### src/rtl/keypad_scan_ctrl.sv
// 4x4 matrix keypad scanner: drives active-low column strobes, synchronizes the
// active-low row returns, debounces press/release and reports one code per press.
module keypad_scan_ctrl #(
    parameter int TICK_DIV  = 100000,
    parameter int DEB_TICKS = 10
) (
    input  logic       sys_clk,
    input  logic       rst,
    input  logic [3:0] read_code,
    output logic [3:0] scan_code,
    output logic [3:0] key_code,
    output logic       key_valid,
    output logic       key_down
);

    localparam int TICK_W = $clog2(TICK_DIV);
    localparam int DEB_W  = $clog2(DEB_TICKS);

    typedef enum logic [1:0] {
        SCAN,
        DEB_PRESS,
        HELD
    } state_t;

    state_t            state, state_nx;
    logic [3:0]        rows_m, rows_s;
    logic [TICK_W-1:0] tick_cnt;
    logic              tick;
    logic [1:0]        col, col_nx;
    logic [1:0]        row_l, row_nx;
    logic [DEB_W-1:0]  deb_cnt, deb_nx;
    logic [DEB_W-1:0]  rel_cnt, rel_nx;
    logic [3:0]        code_nx;
    logic              valid_nx;
    logic              down_nx;

    function automatic logic single_low(input logic [3:0] rows);
        case (rows)
            4'b1110, 4'b1101, 4'b1011, 4'b0111: single_low = 1'b1;
            default:                            single_low = 1'b0;
        endcase
    endfunction

    function automatic logic [1:0] low_index(input logic [3:0] rows);
        case (rows)
            4'b1101: low_index = 2'd1;
            4'b1011: low_index = 2'd2;
            4'b0111: low_index = 2'd3;
            default: low_index = 2'd0;
        endcase
    endfunction

    function automatic logic [3:0] key_map(input logic [1:0] c, input logic [1:0] r);
        case ({c, r})
            4'b00_00: key_map = 4'h1;
            4'b00_01: key_map = 4'h4;
            4'b00_10: key_map = 4'h7;
            4'b00_11: key_map = 4'hE;
            4'b01_00: key_map = 4'h2;
            4'b01_01: key_map = 4'h5;
            4'b01_10: key_map = 4'h8;
            4'b01_11: key_map = 4'h0;
            4'b10_00: key_map = 4'h3;
            4'b10_01: key_map = 4'h6;
            4'b10_10: key_map = 4'h9;
            4'b10_11: key_map = 4'hF;
            4'b11_00: key_map = 4'hA;
            4'b11_01: key_map = 4'hB;
            4'b11_10: key_map = 4'hC;
            default:  key_map = 4'hD;
        endcase
    endfunction

    // Row returns are asynchronous to sys_clk; idle (released) level is all ones.
    always_ff @(posedge sys_clk or posedge rst) begin
        if (rst) begin
            rows_m <= 4'b1111;
            rows_s <= 4'b1111;
        end else begin
            rows_m <= read_code;
            rows_s <= rows_m;
        end
    end

    always_ff @(posedge sys_clk or posedge rst) begin
        if (rst) begin
            tick_cnt <= '0;
        end else if (tick) begin
            tick_cnt <= '0;
        end else begin
            tick_cnt <= tick_cnt + TICK_W'(1);
        end
    end

    assign tick = (tick_cnt == TICK_W'(TICK_DIV - 1));

    always_comb begin
        state_nx = state;
        col_nx   = col;
        row_nx   = row_l;
        deb_nx   = deb_cnt;
        rel_nx   = rel_cnt;
        code_nx  = key_code;
        valid_nx = 1'b0;
        down_nx  = key_down;
        if (tick) begin
            case (state)
                SCAN: begin
                    if (single_low(rows_s)) begin
                        row_nx   = low_index(rows_s);
                        deb_nx   = DEB_W'(1);
                        state_nx = DEB_PRESS;
                    end else begin
                        col_nx = col + 2'd1;
                    end
                end
                DEB_PRESS: begin
                    if (rows_s == ~(4'b0001 << row_l)) begin
                        if (deb_cnt == DEB_W'(DEB_TICKS - 1)) begin
                            code_nx  = key_map(col, row_l);
                            valid_nx = 1'b1;
                            down_nx  = 1'b1;
                            deb_nx   = '0;
                            rel_nx   = '0;
                            state_nx = HELD;
                        end else begin
                            deb_nx = deb_cnt + DEB_W'(1);
                        end
                    end else begin
                        // Bounce or pattern change: abandon and keep scanning.
                        deb_nx   = '0;
                        col_nx   = col + 2'd1;
                        state_nx = SCAN;
                    end
                end
                HELD: begin
                    // Only the latched row matters; other keys on this column are ignored.
                    if (rows_s[row_l]) begin
                        if (rel_cnt == DEB_W'(DEB_TICKS - 1)) begin
                            down_nx  = 1'b0;
                            rel_nx   = '0;
                            col_nx   = col + 2'd1;
                            state_nx = SCAN;
                        end else begin
                            rel_nx = rel_cnt + DEB_W'(1);
                        end
                    end else begin
                        rel_nx = '0;
                    end
                end
                default: begin
                    state_nx = SCAN;
                end
            endcase
        end
    end

    always_ff @(posedge sys_clk or posedge rst) begin
        if (rst) begin
            state     <= SCAN;
            col       <= 2'd0;
            row_l     <= 2'd0;
            deb_cnt   <= '0;
            rel_cnt   <= '0;
            scan_code <= 4'b1110;
            key_code  <= 4'h0;
            key_valid <= 1'b0;
            key_down  <= 1'b0;
        end else begin
            state     <= state_nx;
            col       <= col_nx;
            row_l     <= row_nx;
            deb_cnt   <= deb_nx;
            rel_cnt   <= rel_nx;
            scan_code <= ~(4'b0001 << col_nx);
            key_code  <= code_nx;
            key_valid <= valid_nx;
            key_down  <= down_nx;
        end
    end

endmodule
### config.mk
export PLATFORM = sky130hd
export DESIGN_NAME = keypad_scan_ctrl
export DESIGN_NICKNAME = d
export VERILOG_FILES = /design/src/rtl/keypad_scan_ctrl.sv
export SDC_FILE = /design/constraint.sdc
export NUM_CORES = 1
export LEC_CHECK = 0
export BUFFER_PORTS_ARGS = -buffer_cell sky130_fd_sc_hd__buf_2
export CAP_MARGIN = 20
export CORE_MARGIN = 3
export CORE_UTILIZATION = 54
export DETAILED_ROUTE_END_ITERATION = 8
export GPL_ROUTABILITY_DRIVEN = 0
export HOLD_SLACK_MARGIN = 0.05
export MAX_ROUTING_LAYER = met4
export PLACE_DENSITY = 0.82
export SYNTH_ARGS = -nofsm -noshare
export SYNTH_HDL_FRONTEND = slang
export SYNTH_SLANG_ARGS = --single-unit
export TNS_END_PERCENT = 1
### constraint.sdc
create_clock -name sys_clk -period 2.09 [get_ports sys_clk]
set_clock_uncertainty 0.05 [all_clocks]
set_input_delay 0.1045 -clock sys_clk [delete_from_list [all_inputs] [get_ports sys_clk]]
set_output_delay 0.1045 -clock sys_clk [all_outputs]
set_load 0.05 [all_outputs]
==> flow_summary_export.csv, run 1 <==
group,metric,value,unit
status,outcome,"complete, but fails checks",
status,violations,"setup timing",
critical_path,r2r_slack,-150,ps
timing,slew_headroom,72.34,%
drt,wl_met2,2365,um
floorplan,fp-row-count,23,
timing,finalMaxSlewViolations,0,
logic_synthesis,synthTopCellsByArea,"dfrtp_1 40%, dfstp_2 12%, xnor2_1 4.0%",
critical_path,crit_buf_inv,0,
critical_path,path_cells,"or3b_1 > a21oi_2 > o21ai_2 > or2_4 > or4b_4 > o31ai_2",
timing,holdWs,215.1,ps
drt,vias_per_cell,5.583,
grt,grt_max_degree,22,
logic_synthesis,seq_area_frac_synth,51.72,%
critical_path,critPathKind,"reg -> reg",
critical_path,crit_required,2270,ps
timing,tightest_slew,411.8,ps
logic_synthesis,synth_cells,231,
clocking,clkLatencyLatePin,310,ps
timing,setup_violations,4,
power,switchingPower,0.3724,mW
flow_run,drv_cap,0,
logic_synthesis,synth_seq_cells,49,
timing,tns,-384.8,ps
clocking,cts_made_buffers,5,
logic_synthesis,async_flop_share,100.0,%
power,max-vdd-ir-drop,0.0004102,V
critical_path,cp-end-kind,"register",
worst_hold_path,hp-class,"in -> async",
floorplan,num_io_pins,16,
timing,finalWorstSetupSlack,-153.0,ps
power,leakage,1.294,nW
drt,first_iter_violations,86,
floorplan,dieHeight,72.63,um
clocking,cts_num_sinks,49,
clocking,htreeDepth,2,
logic_synthesis,syn-cell-area,2397,um2
logic_synthesis,avgSynthCellArea,10.38,um2
critical_path,r2r_start,"rows_s[3]",
grt,grt_pass1_wl,7872,um
power,seq_power_share,60.6,%
floorplan,coreArea,4144,um2
drt,drc,0,
critical_path,cpLargestDelayFamily,"simple AND/OR/NAND/NOR gates",
final_layout,drive_gt1_share,31.12,%
grt,overflow,0,
clocking,cts_root_buffer,"clkbuf_8",
placed_design,place_ws,-123.0,ps
drt,vias,1876,
floorplan,die-area,5275,um2
logic_synthesis,synth_edf_count,0,
logic_synthesis,yosys_warnings,0,
drt,drt_wl_total,4718,um
placed_design,dpl.hpwl,3358,um
critical_path,critPathSlowestCell,"dfstp_2",
logic_synthesis,synth_cell_type_count,53,
grt,grt_usage,19.93,%
clocking,clock_path_buffers,2,
final_layout,areaGrowthSynthToFinish,23.23,%
timing,hold_violations,0,
critical_path,ff2ff_path_depth,6,
critical_path,max_stage_delay,540,ps
timing,period_needed,2243,ps
logic_synthesis,syn_nets,240,
timing,max_freq,445.8,MHz
floorplan,start_util,57.85,%
final_layout,layout.nets,294,
drt,final_antenna_net_count,0,
critical_path,startpoint_type,"register",
timing,fin_crit_sh,107.3,%
clocking,clkTransAtPathRegs,90,ps
timing,rsz0062_at_grt,"yes",
power,power_frac_clock,35.6,%
drt,route.met3.wl,156,um
drt,top_layer,"met4",
logic_synthesis,synth_top_area_share,39.67,%
placed_design,port_buffers,15,
grt,antenna_found_initial,0,
final_layout,utilization,71.29,%
logic_synthesis,ys.flop_type,"dfrtp_1",
drt,wirelength_met1,2111,um
grt,grt_pass1_vias,1824,
power,swShare,23.27,%
critical_path,reg2reg_to,"deb_cnt[3]",
clocking,cts_tree,"built",
power,internal_power,1.228,mW
drt,first_pass_iters,4,
floorplan,die_w,72.63,um
logic_synthesis,synth_top_area_cell,"dfrtp_1",
critical_path,arrival,2420,ps
drt,wl_per_cell,14.04,um
final_layout,antenna_cells,0,
power,pwr_density_cell,541.7,nW/um2
critical_path,cp_max_fo,3,
power,pwr-share-comb,3.9,%
==> tightest hold or removal path, cell delays in order <==
cell	delay (ps)
dlygate4sd3_1	530
buf_2	120
inv_2	220
==> cell type report <==
cell class	instances	area, um2
clock inverter	3	22.52
inverter	10	37.54
timing repair buffer	55	395.4
multi-input combinational	164	1127
sequential	49	1240
clock buffer	5	68.82
tap	50	62.56
fill	306	1190
==> per-stage QoR <==
stage	std cells	total power, mW	instance area [um2]
6_report	336	1.600	2954
5_1_grt	336	1.658	2954
4_1_cts	336	1.610	2920
3_5_place_dp	322	1.042	2751
3_3_place_gp	322	1.040	2751
2_1_floorplan	231	1.021	2405
==> cells in the final DEF (no fill, tap or decap), types with 8 or more instances in the layout <==
cell type,synthesis,final
xnor2_1,11,11
dfstp_2,11,11
a21oi_1,9,8
nor2_1,21,20
buf_4,1,33
nand2_1,13,13
inv_1,10,9
xor2_1,8,8
buf_2,1,15
o21ai_0,12,12
nand3_1,16,16
dfrtp_1,38,38
==> layer usage <==
metal | vias to the layer above | track usage (%)
li1 | 919 | -
met1 | 917 | 24.46
met2 | 32 | 30.86
met3 | 8 | 4.821
met4 | 0 | 9.836
met5 | - | -
==> cell families after synthesis <==
kind of cell	count (synthesis)	synth area share (%)
and+or+nand+nor	94	21.50
DFF	49	51.72
AOI/OAI and AO/OA	43	12.01
xor gates and xnor gates	19	6.942
buffers and inverters	18	3.340
muxes	5	2.923
adders and majority gates	3	1.566
==> worst max path at each step <==
stage | start | to | slack, ps | cells past startpoint
after floorplan | rows_s[3] | deb_cnt[3] | -170 | 7
after global placement | rows_s[3] | deb_cnt[3] | -90 | 6
after detailed placement | rows_s[3] | deb_cnt[3] | -120 | 6
after CTS | rows_s[3] | deb_cnt[3] | -120 | 6
after global routing | rows_s[3] | deb_cnt[3] | -250 | 6
final | rows_s[3] | deb_cnt[3] | -150 | 6
==> power by group through the flow <==
stage | registers, mW | logic, mW | clock network [mW]
6_report | 0.969 | 0.0618 | 0.569
5_1_grt | 0.971 | 0.0690 | 0.619
4_1_cts | 0.969 | 0.0635 | 0.578
2_1_floorplan | 0.984 | 0.0375 | 0
3_5_place_dp | 0.987 | 0.0555 | 0
3_3_place_gp | 0.986 | 0.0537 | 0
==> sequential cells by signal, indices dropped and copies added, names as in the netlist, 2 cells and up <==
register,cells
deb_cnt,4
rel_cnt,4
tick_cnt,17
scan_code,4
key_code,4
state,2
row_l,2
rows_s,4
col,2
rows_m,4
==> timing repair <==
action,CTS,global route
gates cloned,0,0
hold buffers,5,0
resized for setup,3,9
setup buffers,1,0
hold endpoints to repair,30,0
pin swaps,2,4
setup endpoints to repair,7,18
==> cells in the mapped netlist (all sizes together), types with 4 or more instances <==
cell type,n
dfrtp,38
nor2,21
nand3,16
o21ai,15
nand2,13
dfstp,11
xnor2,11
a21oi,10
inv,10
xor2,8
nor2b,5
nor3,5
and2,4
buf,4
clkbuf,4
nand2b,4
nand4,4
No activity file was read; power rests on OpenSTA's default activity.
==> run 2, diff against run 1 <==
--- a/config.mk
+++ b/config.mk
@@ -13,7 +13,7 @@
 export GPL_ROUTABILITY_DRIVEN = 0
 export HOLD_SLACK_MARGIN = 0.05
 export MAX_ROUTING_LAYER = met4
-export PLACE_DENSITY = 0.82
+export PLACE_DENSITY = 0.84
 export SYNTH_ARGS = -nofsm -noshare
 export SYNTH_HDL_FRONTEND = slang
 export SYNTH_SLANG_ARGS = --single-unit
==> run 2 against run 1 <==
  * The run still ends with setup timing left
  * Wire length grew 3.4%
  * Via count up 0.96%
  * Non-clock buffer count is 1 higher
  * Clock-buffer cell count did not move
  * Sequential share of layout area down 0.96 points
  * Register-to-register slack is essentially flat
  * First-iteration DRC count is 23% higher
  * Design area grew 2.3%
  * Fmax shrank 0.41%
  * Critical path depth is the same
  * Cell count increased by 0.30%
  * Worst setup slack got worse by 9.2 ps
  * Critical path type unchanged
  * Highest routed layer unchanged
==> flow_summary_export.csv, run 2 (synthesized netlist as in run 1, its figures left out) <==
group,metric,value,unit
critical_path,path_cells,"or3b_1 > a21oi_2 > o21ai_2 > or2_4 > or4b_4 > o31ai_2",
power,leakage,1.327,nW
final_layout,antenna_cells,0,
clocking,cts_num_sinks,49,
timing,setup_violations,6,
timing,hold_violations,0,
critical_path,startpoint_type,"register",
power,max-vdd-ir-drop,0.0005448,V
timing,finalMaxSlewViolations,0,
floorplan,dieHeight,72.63,um
grt,grt_pass1_wl,7762,um
grt,antenna_found_initial,0,
critical_path,cp-end-kind,"register",
timing,tns,-441.3,ps
power,pwr_density_cell,608.3,nW/um2
timing,period_needed,2252,ps
final_layout,n_fill_cell,305,
final_layout,final_cell_mix,"38 x dfrtp_1, 35 x buf_4, 20 x nor2_1, 16 x nand3_1, 15 x buf_2",
final_layout,final_area,3023,um2
drt,vias_per_cell,5.620,
critical_path,crit_required,2260,ps
drt,wl_per_cell,14.48,um
placed_design,placedCellCount,324,
grt,grt_usage,19.27,%
floorplan,die-area,5275,um2
clocking,clkLatencyLatePin,300,ps
critical_path,critPathKind,"reg -> reg",
worst_hold_path,hp-class,"reg -> reg",
critical_path,cp_max_fo,4,
clocking,cts_root_buffer,"clkbuf_8",
drt,final_antenna_net_count,0,
critical_path,critPathSlowestCell,"dfstp_2",
clocking,clock_path_buffers,2,
clocking,clkTransAtPathRegs,90,ps
grt,grt_max_degree,50,
floorplan,die_w,72.63,um
drt,drc,0,
final_layout,areaGrowthSynthToFinish,26.10,%
final_layout,top_register,"tick_cnt",
timing,fin_crit_sh,107.8,%
clocking,cts_made_buffers,5,
clocking,htreeDepth,2,
floorplan,fp-row-count,23,
floorplan,num_io_pins,16,
final_layout,mostFrequentLayoutCell,"dfrtp_1",
status,violations,"setup timing",
timing,finalWorstSetupSlack,-162.2,ps
critical_path,arrival,2420,ps
final_layout,drive_gt1_share,32.75,%
timing,max_freq,444.0,MHz
placed_design,place_ws,-123.4,ps
drt,drt_wl_total,4879,um
placed_design,post_dp_cell_area,2766,um2
final_layout,utilization,72.95,%
final_layout,fin_cells,337,
floorplan,start_util,57.85,%
status,outcome,"complete, but fails checks",
timing,rsz0062_at_grt,"yes",
clocking,cts_tree,"built",
drt,first_iter_violations,106,
placed_design,dpl.hpwl,3191,um
flow_run,drv_cap,0,
placed_design,port_buffers,15,
grt,overflow,0,
drt,first_pass_iters,4,
floorplan,coreArea,4144,um2
final_layout,largest_reg_flops,17,
grt,grt_pass1_vias,1782,
final_layout,layout.nets,295,
timing,tightest_slew,584.6,ps
drt,vias,1894,
critical_path,max_stage_delay,540,ps
timing,slew_headroom,61.02,%
-- run 2: changes by cell type in the layout (fill, tap and decap cells not counted), sizes merged --
cell    change
clkinv      -3
bufinv      +2
buf         +1
inv         +1
-- run 2: worst paths after layout --
check / startpoint / slack (ps) / endpoint / cells after the start
min: rows_m[0] / 310 / rows_s[0] / 0
max reg2reg: rows_s[3] / -160 / deb_cnt[3] / 6
min reg2reg: rows_m[0] / 310 / rows_s[0] / 0
max: rows_s[3] / -160 / deb_cnt[3] / 6
max in group asynchronous: rst / 1160 / state[1] / 4
min in group asynchronous: rst / 440 / tick_cnt[10] / 4
-- run 2: stage by stage --
| step | hold WS (ps) | total power, mW |
|---|---|---|
| floorplan | 58.98 | 1.021 |
| global placement | 159.0 | 1.040 |
| detailed placement | 160.7 | 1.042 |
| CTS | 309.7 | 1.848 |
| global route | 314.7 | 1.889 |
| finish | 308.3 | 1.839 |
-- run 2: cell type report --
type | instances | area (um2) | area share, %
Clock buffer | 5 | 68.82 | 2.276
Timing Repair Buffer | 56 | 399.1 | 13.20
Inverter | 10 | 37.54 | 1.242
Tap cell | 50 | 62.56 | 2.070
Clock inverter | 3 | 68.82 | 2.276
Multi-Input combinational cell | 164 | 1146 | 37.91
Sequential cell | 49 | 1240 | 41.02
-- run 2: layer usage --
layer	GRT usage (%)	share of wire, %	up-vias	wire length, um
li1	-	-	921	-
met1	24.75	44	926	2158
met2	30.46	51	37	2475
met3	4.545	3.5	10	172
met4	5.943	1.5	0	72
met5	-	0	-	0
-- run 2: critical path, delay by kind of cell, from the launching register on --
family / cells / cell delay (ps)
AND/OR/NAND/NOR: 3 / 1110
AO/OA/AOI/OAI: 3 / 480
flip-flops: 1 / 540
-- run 2: timing repair --
item                       in CTS  in global routing
hold endpoints to repair       42                  0
setup endpoints to repair       4                 22
buffers inserted                0                  0
hold buffers                    5                  0
pin swaps                       1                  2
gates resized for setup         3                 13
-- run 2: report_power, final --
part	total [mW]	internal (mW)	leakage, nW	switching (mW)
registers	0.969	0.962	0.632	0.00700
clock network	0.805	0.482	0.0687	0.323
logic	0.0650	0.0292	0.626	0.0358
total	1.84	1.47	1.33	0.366
